### src/rtl/fir_out_stage.sv
// fir_out_stage: block-averages FIR results, rounds/saturates them and queues them in a valid/ready FIFO.
// Define FIR_OUT_PEAK_EN to build the peak-magnitude tracker; otherwise peak is tied to zero.
module fir_out_stage #(
   parameter int Y_N_SIZE   = 14,
   parameter int OUT_SIZE   = 8,
   parameter int SHIFT      = 6,
   parameter int FIFO_DEPTH = 4
) (
   input  logic                               clk,
   input  logic                               reset,
   input  logic signed [Y_N_SIZE-1:0]         y_n,
   input  logic                               y_valid,
   input  logic        [1:0]                  decim_sel,
   input  logic                               clr,
   output logic signed [OUT_SIZE-1:0]         m_tdata,
   output logic                               m_tvalid,
   input  logic                               m_tready,
   output logic        [$clog2(FIFO_DEPTH):0] fifo_level,
   output logic                               ovf,
   output logic                               sat,
   output logic        [OUT_SIZE-1:0]         peak
);

   localparam int ACC_W = Y_N_SIZE + 3;
   // One extra bit so the rounding bias cannot wrap a full-scale 8-sample sum.
   localparam int RND_W = ACC_W + 1;
   localparam int AW    = $clog2(FIFO_DEPTH);
   localparam logic signed [RND_W-1:0] OUT_MAX = RND_W'((2 ** (OUT_SIZE - 1)) - 1);
   localparam logic signed [RND_W-1:0] OUT_MIN = RND_W'(-(2 ** (OUT_SIZE - 1)));

   typedef enum logic [1:0] {IDLE, ACCUM, EMIT} state_t;

   typedef struct packed {
      logic                       clamp;
      logic signed [OUT_SIZE-1:0] val;
   } rnd_t;

   function automatic rnd_t round_sat(input logic signed [ACC_W-1:0] a, input logic [1:0] sel);
      logic signed [RND_W-1:0] biased;
      logic signed [RND_W-1:0] shifted;
      rnd_t                    res;
      biased  = RND_W'(a) + (RND_W'(1) <<< (SHIFT + int'(sel) - 1));
      shifted = biased >>> (SHIFT + int'(sel));
      res.clamp = 1'b1;
      if (shifted > OUT_MAX)
         res.val = OUT_MAX[OUT_SIZE-1:0];
      else if (shifted < OUT_MIN)
         res.val = OUT_MIN[OUT_SIZE-1:0];
      else begin
         res.clamp = 1'b0;
         res.val   = shifted[OUT_SIZE-1:0];
      end
      return res;
   endfunction

   state_t                    state, state_nxt;
   logic [1:0]                n_sel, n_sel_nxt;
   logic [2:0]                count, count_nxt, blk_last;
   logic signed [ACC_W-1:0]   acc, acc_nxt, y_ext;
   logic                      open_blk;

   assign y_ext    = ACC_W'(y_n);
   assign blk_last = 3'((4'd1 << n_sel) - 4'd1);

   // Block accumulator: opens a block, sums N samples, then spends one cycle in EMIT
   always_comb begin
      state_nxt = state;
      n_sel_nxt = n_sel;
      count_nxt = count;
      acc_nxt   = acc;
      open_blk  = 1'b0;
      case (state)
         IDLE:  open_blk = y_valid;
         ACCUM: begin
            if (y_valid) begin
               acc_nxt = acc + y_ext;
               if (count == blk_last) begin
                  state_nxt = EMIT;
                  count_nxt = '0;
               end else begin
                  count_nxt = count + 3'd1;
               end
            end
         end
         EMIT: begin
            open_blk  = y_valid;
            state_nxt = IDLE;
         end
         default: state_nxt = IDLE;
      endcase
      if (open_blk) begin
         n_sel_nxt = decim_sel;
         acc_nxt   = y_ext;
         if (decim_sel == 2'd0) begin
            state_nxt = EMIT;
            count_nxt = '0;
         end else begin
            state_nxt = ACCUM;
            count_nxt = 3'd1;
         end
      end
   end

   always_ff @(posedge clk or posedge reset) begin
      if (reset) begin
         state <= IDLE;
         n_sel <= '0;
         count <= '0;
         acc   <= '0;
      end else begin
         state <= state_nxt;
         n_sel <= n_sel_nxt;
         count <= count_nxt;
         acc   <= acc_nxt;
      end
   end

   // Round/saturate stage: evaluated during EMIT and pushed on the following edge
   rnd_t rnd;
   logic push, pop, full, do_push, drop;

   assign rnd     = round_sat(acc, n_sel);
   assign push    = (state == EMIT);
   assign full    = (fifo_level == (AW + 1)'(FIFO_DEPTH));
   assign pop     = m_tvalid & m_tready;
   assign do_push = push & (~full | pop);
   assign drop    = push & full & ~pop;

   logic signed [OUT_SIZE-1:0] mem [FIFO_DEPTH];
   logic [AW-1:0]              wr_ptr, rd_ptr;

   assign m_tdata  = mem[rd_ptr];
   assign m_tvalid = (fifo_level != '0);

   // Output FIFO
   always_ff @(posedge clk or posedge reset) begin
      if (reset) begin
         for (int i = 0; i < FIFO_DEPTH; i++) mem[i] <= '0;
         wr_ptr     <= '0;
         rd_ptr     <= '0;
         fifo_level <= '0;
      end else begin
         if (do_push) begin
            mem[wr_ptr] <= rnd.val;
            wr_ptr      <= wr_ptr + AW'(1);
         end
         if (pop) rd_ptr <= rd_ptr + AW'(1);
         case ({do_push, pop})
            2'b10:   fifo_level <= fifo_level + 1'b1;
            2'b01:   fifo_level <= fifo_level - 1'b1;
            default: fifo_level <= fifo_level;
         endcase
      end
   end

   always_ff @(posedge clk or posedge reset) begin
      if (reset) begin
         ovf <= 1'b0;
         sat <= 1'b0;
      end else begin
         if (drop)
            ovf <= 1'b1;
         else if (clr)
            ovf <= 1'b0;
         if (push && rnd.clamp)
            sat <= 1'b1;
         else if (clr)
            sat <= 1'b0;
      end
   end

`ifdef FIR_OUT_PEAK_EN
   function automatic logic [OUT_SIZE-1:0] mag_sat(input logic signed [OUT_SIZE-1:0] v);
      if (v == OUT_MIN[OUT_SIZE-1:0])
         return OUT_MAX[OUT_SIZE-1:0];
      else if (v < 0)
         return -v;
      else
         return v;
   endfunction

   logic [OUT_SIZE-1:0] rnd_mag;
   assign rnd_mag = mag_sat(rnd.val);

   // A push coinciding with clr restarts the peak from that sample
   always_ff @(posedge clk or posedge reset) begin
      if (reset)
         peak <= '0;
      else if (clr)
         peak <= do_push ? rnd_mag : '0;
      else if (do_push && (rnd_mag > peak))
         peak <= rnd_mag;
   end
`else
   assign peak = '0;
`endif

endmodule

### config.mk
export PLATFORM = sky130hd
export DESIGN_NAME = fir_out_stage
export DESIGN_NICKNAME = d
export VERILOG_FILES = /design/src/rtl/fir_out_stage.sv
export SDC_FILE = /design/constraint.sdc
export NUM_CORES = 1
export LEC_CHECK = 0
export CAP_MARGIN = 20
export CORE_MARGIN = 4
export CORE_UTILIZATION = 45
export CTS_CLUSTER_DIAMETER = 50
export CTS_CLUSTER_SIZE = 10
export DETAILED_ROUTE_END_ITERATION = 6
export PLACE_DENSITY_LB_ADDON = 0.1
export SETUP_SLACK_MARGIN = 0.4
export SLEW_MARGIN = 5
export SYNTH_ARGS = -nofsm -noshare
export SYNTH_HDL_FRONTEND = slang
export SYNTH_SLANG_ARGS = --single-unit
### constraint.sdc
create_clock -name clk -period 5.2 [get_ports clk]
set_clock_uncertainty 0.05 [all_clocks]
set_input_delay 1.04 -clock clk [delete_from_list [all_inputs] [get_ports clk]]
set_output_delay 1.04 -clock clk [all_outputs]
set_load 0.02 [all_outputs]
== Word-level counts from Yosys, hierarchy flattened ==
Index checks and enable logic that the tools add are counted.

* Bits in registers: 65
* Output and inout bits: 22
* Logic and storage cells: 90

* Add/sub/neg operators: 10
* $lt $le $gt $ge: 5
* Eq/ne operators: 9
* Shifts and indexed selects: 3
* Mux-type cells: 28
* Bitwise operators: 9
* Reduce and logical (&&, ||, !) cells: 13

{| class="wikitable"
|+ Operators with widths
! operator !! count
|-
| $mux W17 || 3
|-
| $mux W8 || 5
|-
| $bwmux W32 || 1
|-
| $sshl A2 B32 Y18 const A || 1
|-
| $sub A32 B2 Y32 const B || 1
|-
| $add A17 B18 Y18 || 1
|-
| $gt A18 B8 Y1 const B || 1
|-
| $lt A18 B8 Y1 const B || 1
|-
| $sshr A18 B4 Y18 || 1
|-
| $add A17 B14 Y17 || 1
|-
| $bmux W8 S2 || 1
|-
| $demux W8 S2 || 1
|-
| $mux W3 || 4
|-
| $reduce_bool A2 Y1 || 5
|-
| $mux W2 || 4
|-
| $mux W1 || 7
|-
| $add A3 B1 Y3 const B || 2
|-
| $ge A3 B3 Y1 const B || 2
|-
| $ne A3 B3 Y1 const B || 2
|-
| $not A2 Y3 || 2
|-
| $pmux W3 S2 || 1
|-
| $sub A3 B1 Y3 const B || 2
|-
| $add A2 B1 Y2 const B || 2
|-
| $add A3 B2 Y4 const A || 1
|-
| other kinds (17) || 25
|}

== Longest topological paths before layout ==
Gate-level depths: netlist (run 1).

* Depth after elaboration: 10
* Gate-level depth with buffers: 13
* Depth with buffers taken out: 11

== Worst setup path after synthesis (run 1) ==
Ideal clock, no wire load.

* Path kind: register -> register
* Start point: register n_sel[0]
* End point: register mem[17] (netlist name)
* Library setup time: 0.088 ns
* Data arrival time: 3.129 ns
* Required time: 5.062 ns
* Slack: 1.932 ns
* Stages on the path, launching flop included: 13
* Path buffers: 1
* Cells stage by stage: dfrtp_1 clkbuf_1 nand2_1 inv_1 ha_1 a21o_1 a2bb2oi_4 o2111ai_2 a21oi_2 nor3_2 a2111oi_4 or4b_4 a41oi_1

* Cells in the longest elaborated chain, start to end: 9
* Elaborated cells on any way between the ends: 10
* Those cells by class: add/sub (3); order compare (2); shift (2); mux (3)

{| class="wikitable"
|+ RTL lines
! what !! RTL line !! text
|-
| start, declared || 57 || <nowiki>logic [1:0] n_sel, n_sel_nxt;</nowiki>
|-
| start signal, assigned || 112 || <nowiki>n_sel <= n_sel_nxt;</nowiki>
|-
| $add A3 B2 Y4 (*) || 42, 43 ||
|-
| $sub A32 B2 Y32 || 42 || <nowiki>biased = RND_W'(a) + (RND_W'(1) <<< (SHIFT + int'(sel) - 1));</nowiki>
|-
| $sshl A2 B32 Y18 || 42 ||
|-
| $add A17 B18 Y18 || 42 ||
|-
| $sshr A18 B4 Y18 (*) || 43 || <nowiki>shifted = biased >>> (SHIFT + int'(sel));</nowiki>
|-
| $lt A18 B8 Y1 || 47 || <nowiki>else if (shifted < OUT_MIN)</nowiki>
|-
| $mux W8 || 47 ||
|-
| $mux W8 (*) || 45 || <nowiki>if (shifted > OUT_MAX)</nowiki>
|-
| $bwmux W32 (*) || 144 || <nowiki>mem[wr_ptr] <= rnd.val;</nowiki>
|-
| end signal, assigned by index || 144 ||
|-
| end, declared || 129 || <nowiki>logic signed [OUT_SIZE-1:0] mem [FIFO_DEPTH];</nowiki>
|}

Mark *: on every way between the ends. The rest lies on a longest branch, timed or not.
A chain may end at the register's enable or synchronous reset.

== Worst setup path after layout (run 1) ==
* Start point: register n_sel[0]
* End point: register mem[9] (netlist name)

The elaborated chain is that of the path after synthesis.

==> results by group, run 1 <==
Status
  • Outcome: completed

Cells and area
  • Final net count: 655
  • Fin cells: 739
  • Util after Layout: 0.535
  • # fillers: 1013
  • Ant diodes: 0
  • Area Overhead vs Synth: 15.9%
  • Share of cells above drive strength 1: 0.0968

CTS
  • CTS root buf: clkbuf_16
  • Longest Clk Path Bufs: 2
  • H-tree levels: 3
  • Clock buffer count from CTS: 9
  • Setup repair bufs after CTS: 0
  • CTS tree: done
  • Worst-Skew Late Latency: 0.33 ns
  • CTS resizes: 0
  • Worst-path clk slew: 0.05 ns
  • Cts hold-fix bufs: 0
  • Clock sinks: 65

Timing
  • Worst-Margin Slew: 0.915 ns
  • Final Cycle Share: 0.800
  • Fmax: 240 MHz
  • Worst Hold Slack: 0.423 ns
  • Final Max Tran Viols: 0
  • Max_slew headroom: 0.389
  • PnR worst setup slack: 1.04 ns
  • Unrepaired setup endpoints after global routing: no
  • Setup_tns: 0 ns
  • Hold Vio Cnt, Final: 0
  • Final Setup Violations: 0
  • Minimum clock period: roughly 4.2 ns

Die
  • FP Rows: 38
  • Starting Density: 0.462
  • Chip Height: 114 um
  • I/O pins: between 40 and 50
  • Core Area: 0.0109 mm2
  • Die footprint: 0.0130 mm2
  • Die X: between 100 and 150 um

Critical path
  • Crit path kind: flip-flop to flip-flop
  • R2r startpoint: n_sel[0]$_DFFE_PP0P_
  • Arr. time, crit path: roughly 4.4 ns
  • R2R depth: 11
  • Reg2Reg Setup Slack: 1.04 ns
  • Crit path max fanout: 28
  • Endpoint class of the critical path: flip-flop
  • Worst R2R End: mem[9]$_DFFE_PP0P_
  • Worst setup SP type: flip-flop
  • Required @ worst endpoint: 5.39 ns

GRT
  • Vias in the first global route: just over 4000
  • Antenna violations before repair: 0
  • Remaining global-route overflow: 0
  • Largest net degree at the start of global routing: 37
  • First-pass GRT wire length: 19700 um
  • GRT Total Usage: 0.187

Placement
  • Dpl cells: ~720
  • Final HPWL DP: roughly 9000 um
  • PortBufs: 34
  • Placement Setup Slack: 1.07 ns
  • Gpl congestion: a little over 0.9

Logic synthesis
  • Ys Warns: 0
  • Yosys reg bits: 65
  • Synth cell types: between 70 and 80
  • Register area share after synthesis: 0.322
  • Number of synthesized flops with an enable pin: 0
  • Syn Inst Count: 555
  • Ys flop type: dfrtp_1
  • Syn_area_per_cell: 9.11 um2
  • Share of synthesized registers carrying an async set or reset: 1.00
  • Cell Area, Synth: 0.00505 mm2

Power and ir drop
  • Peak supply drop: roughly 0.0003 V
  • Static leakage: between 2 and 2.5 nW
  • Pwr/cell area: 774 mW/mm2

Route
  • Final wirelength: 11700 um
  • DR vias: 4282
  • WL per Instance: 15.9 um
  • Residual DRC: 0
  • Router iterations before antenna repair: 5
  • DR vias/cell: 5.79
  • Initial drt markers: 241
  • Final ANT Viol Nets: 0

Worst hold path
  • Hold_sp: mem[15]$_DFFE_PP0P_
  • WHS Endpoint: mem[15]$_DFFE_PP0P_
  • Worst min-delay path category: flip-flop to flip-flop
  • WHS Path Cells: 2

Flow run
  • Max Cap Viol: 0
## worst max-delay path, cell delays in order, from the launching register on
cell	delay, ns
dfrtp_1	0.61
clkinv_1	0.37
nor2_1	0.21
ha_1	0.29
a21o_1	0.20
a21oi_2	0.22
a21oi_1	0.14
or3_1	0.42
o311a_4	0.42
o2111ai_1	0.15
nand2_1	0.59
a41oi_1	0.38
## Yosys cell counts, types with 3 or more instances
cell type  count  area share
nand2b_1       4      0.0050
nand3b_1       3      0.0045
mux2i_1        4      0.0079
nand2_1       58       0.043
o21ai_0       31       0.031
a21o_1        12       0.018
and3_1         4      0.0050
a21oi_1       27       0.027
xor2_1         8       0.014
nor4_1         3      0.0037
a21boi_0       3      0.0045
inv_1         20       0.015
or3_1          4      0.0050
mux4_2        11       0.049
nor3_1         5      0.0050
dfrtp_1       65        0.32
xnor2_1       13       0.023
nor2_1        74       0.055
a41oi_1       11       0.019
o211ai_1       4      0.0059
a31oi_1       25       0.031
buf_4          8       0.012
a31o_2         3      0.0052
a2111oi_4      3       0.016
ha_1          37       0.092
or2_2          3      0.0037
o21ai_1        3      0.0030
clkbuf_1      15       0.011
nand3_1        5      0.0050
o22ai_1        4      0.0050
nor2b_1        9       0.011
o21a_1         7       0.010
o2111ai_1      3      0.0052
and2_1         6      0.0074
a211oi_1       3      0.0045
o311ai_0       3      0.0052
## cell type report
cell class | count | area, um2 | area share
Timing Repair Buffer | 38 | 370 | 0.0632
Sequential cell | 65 | 1630 | 0.278
Inverter | 22 | 82.6 | 0.0141
Clock inverter | 2 | 60.1 | 0.0103
Clock buffer | 13 | 270 | 0.0462
Tap cell | 140 | 175 | 0.0299
Multi-Input combinational cell | 459 | 3270 | 0.559
## stage by stage
step,instance area (um2),total power [mW]
2_1_floorplan,5120,3.18
3_3_place_gp,5530,3.79
3_5_place_dp,5530,3.84
4_1_cts,5860,4.54
5_1_grt,5860,4.93
6_report,5860,4.53
## where the power goes
part	switching (mW)	total, mW	internal (mW)
Clock	0.219	0.676	0.456
Combinational	1.59	2.85	1.26
Sequential	0.252	1.01	0.754
## flip-flops by register name, indices dropped and copies added (netlist names)
register / count
acc: 17
count: 3
fifo_level: 3
mem: 32
n_sel: 2
ovf: 1
rd_ptr: 2
sat: 1
state: 2
wr_ptr: 2
## layer usage
metal,routed length (um),part of all wire,GRT usage
met1,5460,0.47,0.244
met3,307,0.026,0.0249
met5,0,0,0
met4,203,0.017,0.0697
met2,5760,0.49,0.319
## placed cells by master, fill, tap and decap left out, types with 5 or more instances in the layout
master           netlist  routed
a21o_1                12      12
inv_1                 20      19
a31oi_1               25      25
a41oi_1               11      11
nor2_1                74      74
xor2_1                 8       8
o21a_1                 7       7
xnor2_1               13      13
and2_1                 6       6
nand3_1                5       5
clkbuf_16              0       9
nor3_1                 5       5
nor2b_1                9       9
o21ai_0               31      31
ha_1                  37      37
dfrtp_1               65      65
clkdlybuf4s50_1        0      34
nand2_1               58      58
a21oi_1               27      27
mux4_2                11      11
conb_1                 1      19
## worst max-delay path by stage
stage	end	startpoint	cells after the start
2_1_floorplan	mem[17]$_DFFE_PP0P_	n_sel[0]$_DFFE_PP0P_	12
3_3_place_gp	mem[27]$_DFFE_PP0P_	n_sel[0]$_DFFE_PP0P_	11
3_5_place_dp	mem[30]$_DFFE_PP0P_	n_sel[0]$_DFFE_PP0P_	11
4_1_cts	mem[9]$_DFFE_PP0P_	n_sel[0]$_DFFE_PP0P_	11
5_1_grt	mem[9]$_DFFE_PP0P_	n_sel[0]$_DFFE_PP0P_	11
6_report	mem[9]$_DFFE_PP0P_	n_sel[0]$_DFFE_PP0P_	11
## cell families (layout without fill, tap and decap cells)
logic type	Yosys count	count (layout)	share of synthesized area
AND/OR/NAND/NOR	190	190	0.176
multiplexers	15	15	0.0569
AO/OA/AOI/OAI	175	175	0.264
XOR/XNOR	21	21	0.0364
adder cells (fa/ha/maj)	39	39	0.0995
buffers and inverters	49	75	0.0443
other	1	19	0.000742
flip-flops	65	65	0.322
Note: power is estimated with default switching activity, not from simulation.
==> inputs of run 2 (changes only) <==
Clock period 5.2 ns to 3.9 ns, I/O delays scaled along.
==> run 2 against run 1 <==
  * Die area is the same
  * Non-clock buffer count grew 8
  * Sequential cell count is the same
  * Sequential power grew 31%
  * First-iteration DRC count decreased by 16%
  * Worst setup slack worse by 0.46 ns
  * Global-route usage up 0.099 points
  * Clock power increased by 19%
  * Utilization rose by 0.38 points
  * Critical path type is now input pin to flip-flop
==> results by group, run 2 (synthesis gave the netlist of run 1 again) <==
GRT
  • Vias in the first global route: 4115 (+0.097%)
  • First-pass GRT wire length: 20000 um (+1.3%)
  • Antenna violations before repair: 0 (unchanged)
  • Largest net degree at the start of global routing: 44 (+19%)
  • Remaining global-route overflow: 0 (unchanged)
  • GRT Total Usage: 0.188 (+0.000992)

Cells and area
  • Biggest regs: mem x32, acc x17
  • Share of cells above drive strength 1: 0.115 (+0.0183)
  • Largest register FFs: 32 (unchanged)
  • # fillers: 1024 (+1.1%)
  • Biggest register: mem
  • Final net count: 663 (+1.2%)
  • Ant diodes: 0 (unchanged)
  • Most common cell after layout, fill and taps aside: nor2_1
  • Register area: 0.00163 mm2 (+0.15%)
  • Commonest non-fill, non-tap cells in the layout: nor2_1 (74), dfrtp_1 (63), nand2_1 (58), ha_1 (37), clkdlybuf4s50_1 (34)
  • Area Overhead vs Synth: 16.7%
  • Footprint of the multi-input gates: 0.00328 mm2 (+0.34%)
  • Util after Layout: 0.539 (+0.00378)

Route
  • Residual DRC: 0 (unchanged)
  • Final ANT Viol Nets: 0 (unchanged)
  • Router iterations before antenna repair: 5 (unchanged)
  • Initial drt markers: 202 (-16%)
  • WL per Instance: 15.6 um (-1.7%)
  • DR vias/cell: 5.70 (-1.7%)
  • Final wirelength: 11700 um (-0.49%)
  • DR vias: 4260 (-0.51%)

Die
  • Chip Height: 114 um (unchanged)
  • Starting Density: 0.462 (unchanged)
  • I/O pins: 43 (unchanged)
  • FP Rows: 38 (unchanged)
  • Core Area: 0.0109 mm2 (unchanged)
  • Die X: 114 um (unchanged)
  • Die footprint: 0.0130 mm2 (unchanged)

Timing
  • Final Cycle Share: 0.851
  • Final Max Tran Viols: 0 (unchanged)
  • Minimum clock period: 3.32 ns
  • Unrepaired setup endpoints after global routing: no
  • Fmax: 301 MHz
  • Worst-Margin Slew: 0.656 ns (-0.259 ns)
  • PnR worst setup slack: 0.581 ns (-0.459 ns)
  • Worst Hold Slack: 0.430 ns (+0.00662 ns)
  • Final Setup Violations: 0 (unchanged)
  • Max_slew headroom: 0.562 (+0.173)
  • Setup_tns: 0 ns (unchanged)
  • Hold Vio Cnt, Final: 0 (unchanged)

Placement
  • PortBufs: 34 (unchanged)
  • Gpl congestion: 0.892 (-4.1%)
  • Final HPWL DP: 9090 um (+0.95%)
  • Placement Setup Slack: 0.262 ns (-0.810 ns)

Critical path
  • Crit-path slowest cell: clkdlybuf4s50_1
  • CP dominant cell by count: a21o_1
  • CP cell instances: clkdlybuf4s50_1 -> ha_1 -> a21o_1 -> a21o_1 -> a2111o_1 -> a21oi_1 -> o211ai_1 -> a31o_2 -> a311oi_1 -> o21ai_0
  • Top Family by Delay on Critical Path: compound AO/OA/AOI/OAI gates
  • Arr. time, crit path: 3.48 ns (-0.87 ns)
  • CP bufs+invs: 1 (unchanged)
  • Critical Path Max Stage Delay: 0.45 ns (-0.16 ns)
  • Required @ worst endpoint: 4.06 ns (-1.33 ns)
  • Endpoint class of the critical path: flip-flop
  • Worst setup SP type: input pin
  • Crit path max fanout: 3 (-89%)
  • Crit path kind: input pin to flip-flop

CTS
  • CTS tree: done
  • H-tree levels: 3 (unchanged)
  • Setup repair bufs after CTS: 0 (unchanged)
  • Worst-path clk slew: 0.05 ns (about the same)
  • Clock buffer count from CTS: 9 (unchanged)
  • CTS root buf: clkbuf_16
  • Worst-Skew Late Latency: 0.33 ns (about the same)
  • CTS resizes: 0 (unchanged)
  • Clock sinks: 65 (unchanged)
  • Cts hold-fix bufs: 0 (unchanged)
  • Longest Clk Path Bufs: 2 (unchanged)

Power and ir drop
  • Pwr/cell area: 1030 mW/mm2 (+33%)
  • Tot Pwr: 6.07 mW (+34%)
  • Static leakage: 2.51 nW (+0.73%)
  • Peak supply drop: 0.000567 V (+89%)

Flow run
  • Max Cap Viol: 0 (unchanged)

Status
  • Outcome: completed

Worst hold path
  • Worst min-delay path category: flip-flop to flip-flop
[run 2: worst paths after layout]
path                                      startpoint                   end  slack (ns)  cells past startpoint
worst max-delay path                          y_n[1]   acc[15]$_DFFE_PP0P_        0.58                     10
worst min-delay path             mem[15]$_DFFE_PP0P_   mem[15]$_DFFE_PP0P_        0.43                      2
worst max register to register  n_sel[0]$_DFFE_PP0P_   mem[25]$_DFFE_PP0P_        0.63                     10
worst min register to register   mem[15]$_DFFE_PP0P_   mem[15]$_DFFE_PP0P_        0.43                      2
max in group asynchronous                      reset  n_sel[0]$_DFFE_PP0P_        2.12                      3
min in group asynchronous                      reset    acc[2]$_DFFE_PP0P_        0.74                      2
[run 2: power breakdown]
group	internal, mW	switching (mW)	leakage [nW]
Combinational	1.76	2.18	1.59
Clock	0.509	0.293	0.142
Sequential	1.01	0.312	0.783
[run 2: worst reg2reg max path: stages, from the launching register on]
cell,delay (ns)
dfrtp_2,0.41
clkinv_1,0.09
nor2_1,0.15
ha_1,0.30
a21o_1,0.22
a21oi_4,0.19
a21oi_1,0.12
or3_1,0.42
o311a_4,0.43
or4b_4,0.59
a41oi_1,0.22
[run 2: metrics by stage]
stage / instance area [um2] / cells
floorplan: 5120 / 573
global placement: 5590 / 732
detailed placement: 5590 / 732
CTS: 5880 / 748
global route: 5900 / 748
finish: 5900 / 748
[run 2: per-layer routing]
metal / up-vias / global-route usage / share of wire
met1: 2016 / 0.251 / 0.46
met2: 91 / 0.316 / 0.49
met3: 17 / 0.0302 / 0.034
li1: 2136 / - / -
met5: - / 0 / 0
met4: 0 / 0.0562 / 0.017
[run 2: cell type report]
type | count | area share
timing repair buffer | 46 | 0.0730
clock buffer | 11 | 0.0412
clock inverter | 5 | 0.00934
tap | 140 | 0.0297
multi-input combinational | 459 | 0.557
inverter | 22 | 0.0140
sequential | 65 | 0.276
